===== src/rtl/hub75_fetchshift_if.sv =====
// Request and framebuffer-read bundle between the sequencer,
// the framebuffer and the HUB75 fetch/shift block.
interface hub75_fetchshift_if;
    logic        start;
    logic [5:0]  row_sel;
    logic [2:0]  bit_sel;
    logic        busy;
    logic        fb_rd_en;
    logic [11:0] fb_addr;
    logic [23:0] fb_rdata;

    modport master (
        output start,
        output row_sel,
        output bit_sel,
        output fb_rdata,
        input  busy,
        input  fb_rd_en,
        input  fb_addr
    );

    modport slave (
        input  start,
        input  row_sel,
        input  bit_sel,
        input  fb_rdata,
        output busy,
        output fb_rd_en,
        output fb_addr
    );
endinterface


===== src/rtl/hub75_fetchshift.sv =====
// Fetches one row pair for one bitplane from the framebuffer
// and shifts it into the HUB75 column drivers.
module hub75_fetchshift #(
    parameter int COLS = 64
) (
    input  logic               sys_clk,
    input  logic               sys_rst_n,
    hub75_fetchshift_if.slave  bus,
    output logic               r0,
    output logic               g0,
    output logic               b0,
    output logic               r1,
    output logic               g1,
    output logic               b1,
    output logic               panel_clk
);

    localparam logic [5:0] LAST_COL = 6'(COLS - 1);

    typedef enum logic [2:0] {
        IDLE,
        ADDR_TOP,
        ADDR_BOT,
        LOAD,
        CLK_HI,
        DONE
    } state_t;

    state_t      state;
    state_t      state_n;
    logic [4:0]  row_l;
    logic [2:0]  bit_l;
    logic [5:0]  col;
    logic [2:0]  top_hold;
    logic [2:0]  k;
    logic        rd_en;
    logic [11:0] addr;
    logic        unused_row_msb;

    // Bitplane 0 is the MSB; the rest step up from bit 0.
    assign k = bit_l + 3'd7;
    assign unused_row_msb = bus.row_sel[5];

    function automatic logic [2:0] pick(
        input logic [23:0] px,
        input logic [2:0]  sel
    );
        logic [7:0] rc;
        logic [7:0] gc;
        logic [7:0] bc;
        rc = px[23:16];
        gc = px[15:8];
        bc = px[7:0];
        return {rc[sel], gc[sel], bc[sel]};
    endfunction

    // State register.
    always_ff @(posedge sys_clk) begin
        if (!sys_rst_n) begin
            state <= IDLE;
        end else begin
            state <= state_n;
        end
    end

    // Next state and framebuffer read strobe/address.
    always_comb begin
        state_n = state;
        rd_en   = 1'b0;
        addr    = 12'h000;
        unique case (state)
            IDLE: begin
                if (bus.start) state_n = ADDR_TOP;
            end
            ADDR_TOP: begin
                rd_en   = 1'b1;
                addr    = {1'b0, row_l, col};
                state_n = ADDR_BOT;
            end
            ADDR_BOT: begin
                rd_en   = 1'b1;
                addr    = {1'b1, row_l, col};
                state_n = LOAD;
            end
            LOAD: begin
                state_n = CLK_HI;
            end
            CLK_HI: begin
                state_n = (col == LAST_COL) ? DONE : ADDR_TOP;
            end
            DONE: begin
                state_n = IDLE;
            end
            default: begin
                state_n = IDLE;
            end
        endcase
    end

    assign bus.busy     = (state != IDLE);
    assign bus.fb_rd_en = rd_en;
    assign bus.fb_addr  = addr;

    // Request latch, column counter, pixel capture and panel pins.
    always_ff @(posedge sys_clk) begin
        if (!sys_rst_n) begin
            row_l     <= 5'd0;
            bit_l     <= 3'd0;
            col       <= 6'd0;
            top_hold  <= 3'd0;
            r0        <= 1'b0;
            g0        <= 1'b0;
            b0        <= 1'b0;
            r1        <= 1'b0;
            g1        <= 1'b0;
            b1        <= 1'b0;
            panel_clk <= 1'b0;
        end else begin
            panel_clk <= (state == CLK_HI);
            if (state == IDLE && bus.start) begin
                row_l <= bus.row_sel[4:0];
                bit_l <= bus.bit_sel;
                col   <= 6'd0;
            end
            if (state == ADDR_BOT) begin
                top_hold <= pick(bus.fb_rdata, k);
            end
            if (state == LOAD) begin
                {r0, g0, b0} <= top_hold;
                {r1, g1, b1} <= pick(bus.fb_rdata, k);
            end
            if (state == CLK_HI && col != LAST_COL) begin
                col <= col + 6'd1;
            end
        end
    end

endmodule


===== src/flat_wrapper.sv =====
// flat-port wrapper written by rule: the top's interface ports become plain ports
module hub75_fetchshift_flat 
#(
    parameter int COLS = 64
)
  (sys_clk, sys_rst_n, r0, g0, b0, r1, g1, b1, panel_clk, bus_start, bus_row_sel, bus_bit_sel, bus_fb_rdata, bus_busy, bus_fb_rd_en, bus_fb_addr);
  hub75_fetchshift_if bus_i ();
  input  logic sys_clk;
  input  logic sys_rst_n;
  output logic r0;
  output logic g0;
  output logic b0;
  output logic r1;
  output logic g1;
  output logic b1;
  output logic panel_clk;
  input wire logic [$bits(bus_i.start)-1:0] bus_start;
  input wire logic [$bits(bus_i.row_sel)-1:0] bus_row_sel;
  input wire logic [$bits(bus_i.bit_sel)-1:0] bus_bit_sel;
  input wire logic [$bits(bus_i.fb_rdata)-1:0] bus_fb_rdata;
  output wire logic [$bits(bus_i.busy)-1:0] bus_busy;
  output wire logic [$bits(bus_i.fb_rd_en)-1:0] bus_fb_rd_en;
  output wire logic [$bits(bus_i.fb_addr)-1:0] bus_fb_addr;
  assign bus_i.start = bus_start;
  assign bus_i.row_sel = bus_row_sel;
  assign bus_i.bit_sel = bus_bit_sel;
  assign bus_i.fb_rdata = bus_fb_rdata;
  assign bus_busy = bus_i.busy;
  assign bus_fb_rd_en = bus_i.fb_rd_en;
  assign bus_fb_addr = bus_i.fb_addr;
  hub75_fetchshift #(.COLS(COLS)) u_core (.sys_clk(sys_clk), .sys_rst_n(sys_rst_n), .bus(bus_i), .r0(r0), .g0(g0), .b0(b0), .r1(r1), .g1(g1), .b1(b1), .panel_clk(panel_clk));
endmodule

===== config.mk =====
export PLATFORM = sky130hd
export DESIGN_NAME = hub75_fetchshift_flat
export DESIGN_NICKNAME = d
export VERILOG_FILES = /design/src/rtl/hub75_fetchshift_if.sv /design/src/rtl/hub75_fetchshift.sv /design/src/flat_wrapper.sv
export SDC_FILE = /design/constraint.sdc
export NUM_CORES = 1
export LEC_CHECK = 0
export ABC_AREA = 1
export CELL_PAD_IN_SITES_DETAIL_PLACEMENT = 0
export CELL_PAD_IN_SITES_GLOBAL_PLACEMENT = 1
export CORE_MARGIN = 4
export CORE_UTILIZATION = 29
export DETAILED_ROUTE_END_ITERATION = 8
export GPL_ROUTABILITY_DRIVEN = 0
export PLACE_DENSITY_LB_ADDON = 0.15
export SYNTH_ARGS = -nofsm -noshare
export SYNTH_HDL_FRONTEND = slang
export SYNTH_SLANG_ARGS = --single-unit

===== constraint.sdc =====
create_clock -name sys_clk -period 1.9 [get_ports sys_clk]
set_clock_uncertainty 0.15 [all_clocks]
set_input_delay 0.285 -clock sys_clk [delete_from_list [all_inputs] [get_ports sys_clk]]
set_output_delay 0.285 -clock sys_clk [all_outputs]
set_load 0.01 [all_outputs]

==> summary.md <==
| Metric | Value |
|---|---|
| Vias in the first global route | 1509 |
| Crit-path max cell delay | ~0.36 ns |
| CORE AREA | 0.004817 mm2 |
| Setup slack after placement | 0.01657 ns |
| Worst-path cell chain | buf_4 -> nor2_1 -> nand2_1 -> dlygate4sd2_1 |
| Final Cycle Share | 91.68% |
| Number of synthesized register bits | 27 |
| IR drop worst, VDD | between 0.0004 and 0.0005 V |
| Total number of vias | 1548 |
| LEAKAGE | 0.9646 nW |
| Layout area overhead | 44.63% |
| Hold Violations, Final | 0 |
| Worst Hold End | u_core.row_l[0]$_SDFFE_PN0P_ |
| Setup TNS | 0 ns |
| Post-DP HPWL | 2951 um |
| Hold Buf Count CTS | 0 |
| Largest net degree at the start of global routing | 23 |
| Most frequent cells in the layout | inv_1, clkdlybuf4s50_1, nand2_1 |
| R2R depth | 7 |
| CTS sink count | 27 |
| Required @ worst endpoint | ~1.5 ns |
| GRT Util Overall | 13.10% |
| I/O Buffers | 55 |
| Max-slew violations | 0 |
| CTS tree | built |
| R2r setup slk | 0.28 ns |
| Final setup viols | 0 |
| Crit path max-delay family | buffers and inverters |
| Initial antenna violation count | 0 |
| Register area share after synthesis | 36.80% |
| Clock transition at path regs | about 0.090 ns |
| Net Count, Synth | 266 |
| Post-Syn Area per Cell | 6.443 um2 |
| Crit Path Class | reg2out |
| Crit path DAT | 1.31 ns |
| Remaining Overflow, GRT | 0 |
| Worst Slack Setup Final | 0.1580 ns |
| Die ar. | 0.006268 mm2 |
| Post-route minimum period | 1.742 ns |
| RSZ-0062 raised after global routing | no |
| Routed length per placed instance | 10.78 um |
| First-pass GRT wire length | 6727 um |
| Clock Tree Buf Depth | 2 |
| Core Rows | 25 |
| Routed Antenna Nets | 0 |
| Max_slew headroom | 82.51% |
| Worst Setup Start Kind | register |
| CP max FO | 3 |
| Outcome | finished, final reports clean |
| Reg2reg end | u_core.top_hold[1]$_SDFFE_PN0N_ |
| Proportion of layout cells with a drive suffix above 1 | 11.03% |
| Power per cell area | ~650 mW/mm2 |
| Synthesized instance count | 228 |
| Die width | 79.17 um |
| Syn. warnings | 0 |
| MaxCap Viol Count | 0 |
| NumNets Final | 329 |
| Most common cell after layout, fill and taps aside | inv_1 |
| Worst skew pair latency | 0.27 ns |
| Worst path slowest cell | dfxtp_1 |
| DRT iter0 DRCs | 82 |
| Via/cell ratio | 4.336 |
| DR DRC count | 0 |
| Worst min path class | reg2reg |
| Post-CTS Setup Bufs | 0 |
| Critical path endpoint category | primary output |
| Synth cell types | 21 |
| Post-Syn Area | ~0.0015 mm2 |
| Routed wire length | slightly below 4000 um |
| Total Power | ~1.4 mW |
| Antenna cell count | 0 |
| CTS H-tree depth | 1 |
| Worst path buffer plus inverter count | 2 |
| Hold Crit Depth | 2 |
| TritonRoute pass-1 iters | 4 |
| Utilization after layout | 44.10% |
| Starting Density | 30.49% |
| Max Clk Rate | 574.1 MHz |
| CTS buffer count | 3 |
| Clock root buffer | clkbuf_8 |
| I/O pins | 57 |
| Worst Tran Pin Value | 0.2604 ns |
| Die height | 79.17 um |
| RR Startpoint | u_core.bit_l[0]$_SDFFE_PN0P_ |
| HP Start | u_core.row_l[0]$_SDFFE_PN0P_ |
## metal layers
metal	global-route usage, %	wire [um]
met3	3.401	249
met5	0	0
met1	17.87	1906
met4	3.093	22
met2	20.62	1670
## layout make-up
type / instances / area (um2)
Clock buffer: 4 / 45.04
Fill cell: 563 / 2693
Inverter: 48 / 182.7
Multi-Input combinational cell: 146 / 704.4
Sequential cell: 27 / 541.8
Tap cell: 67 / 83.83
Timing Repair Buffer: 65 / 566.8
## report_power, final
group / internal [mW] / switching, mW
clock: 0.150 / 0.173
sequential: 0.604 / 0.0190
combinational: 0.198 / 0.229
## Yosys cell counts
cell	n	area, um2
a211oi_1	1	7.510
a21oi_1	21	105.1
buf_2	2	10.01
buf_4	2	15.01
buf_6	1	11.26
clkbuf_1	2	7.510
dfxtp_1	27	540.5
ha_1	2	25.02
inv_1	45	168.9
inv_2	3	11.26
nand2_1	39	146.4
nand2_2	1	6.260
nand2_4	1	11.26
nand3_1	30	150.1
nand4_1	1	6.260
nor2_1	23	86.33
nor2_4	1	11.26
nor3_4	1	16.27
o21ai_0	23	115.1
xnor2_1	1	8.760
xor2_1	1	8.760
## kinds of logic after synthesis
| logic type | Yosys count | share of synthesized area, % |
|---|---|---|
| AO/OA/AOI/OAI | 45 | 15.50 |
| XOR/XNOR | 2 | 1.193 |
| adder cells (fa/ha/maj) | 2 | 1.703 |
| buffers and inverters | 55 | 15.25 |
| AND/OR/NAND/NOR | 97 | 29.56 |
| flip-flops | 27 | 36.80 |
## flip-flops by register name, indices dropped and copies added, names as in the netlist
| name | count |
|---|---|
| u_core.panel_clk | 1 |
| u_core.state | 3 |
| u_core.col | 6 |
| u_core.bit_l | 3 |
| u_core.b1 | 1 |
| u_core.g1 | 1 |
| u_core.b0 | 1 |
| u_core.row_l | 5 |
| u_core.r1 | 1 |
| u_core.r0 | 1 |
| u_core.top_hold | 3 |
| u_core.g0 | 1 |
## what timing repair did
action,in CTS,in global routing
gates resized for setup,17,21
endpoints found under the setup margin,14,11
pin swaps,0,0
hold endpoints to repair,0,0
## metrics by stage
step           hold slack (ns)  cell area (um2)  instances
2_1_floorplan           0.2786             1469        228
3_3_place_gp            0.2928             2135        353
3_5_place_dp            0.2951             2135        353
4_1_cts                 0.3102             2166        357
5_1_grt                 0.3361             2125        357
6_report                0.3059             2125        357
## how the worst max path moves through the flow
stage | slack, ns | start | cells after the start | end
after floorplan | 0.29 | u_core.bit_l[0]$_SDFFE_PN0P_ | 8 | u_core.top_hold[0]$_SDFFE_PN0N_
after global placement | 0.04 | u_core.state[2]$_SDFFE_PN0P_ | 6 | bus_fb_addr[4]
after detailed placement | 0.02 | u_core.state[2]$_SDFFE_PN0P_ | 6 | bus_fb_addr[6]
after CTS | 0.004 | u_core.state[1]$_SDFFE_PN0P_ | 7 | bus_fb_addr[3]
after global routing | 0.03 | u_core.state[1]$_SDFFE_PN0P_ | 7 | bus_fb_addr[3]
final | 0.16 | u_core.state[0]$_SDFFE_PN0P_ | 4 | bus_busy
## worst min-delay path, stage by stage, from the launching register on
cell	delay (ns)
dfxtp_1	0.31
inv_1	0.06
a21oi_1	0.05
(Power assumes the default switching activity.)
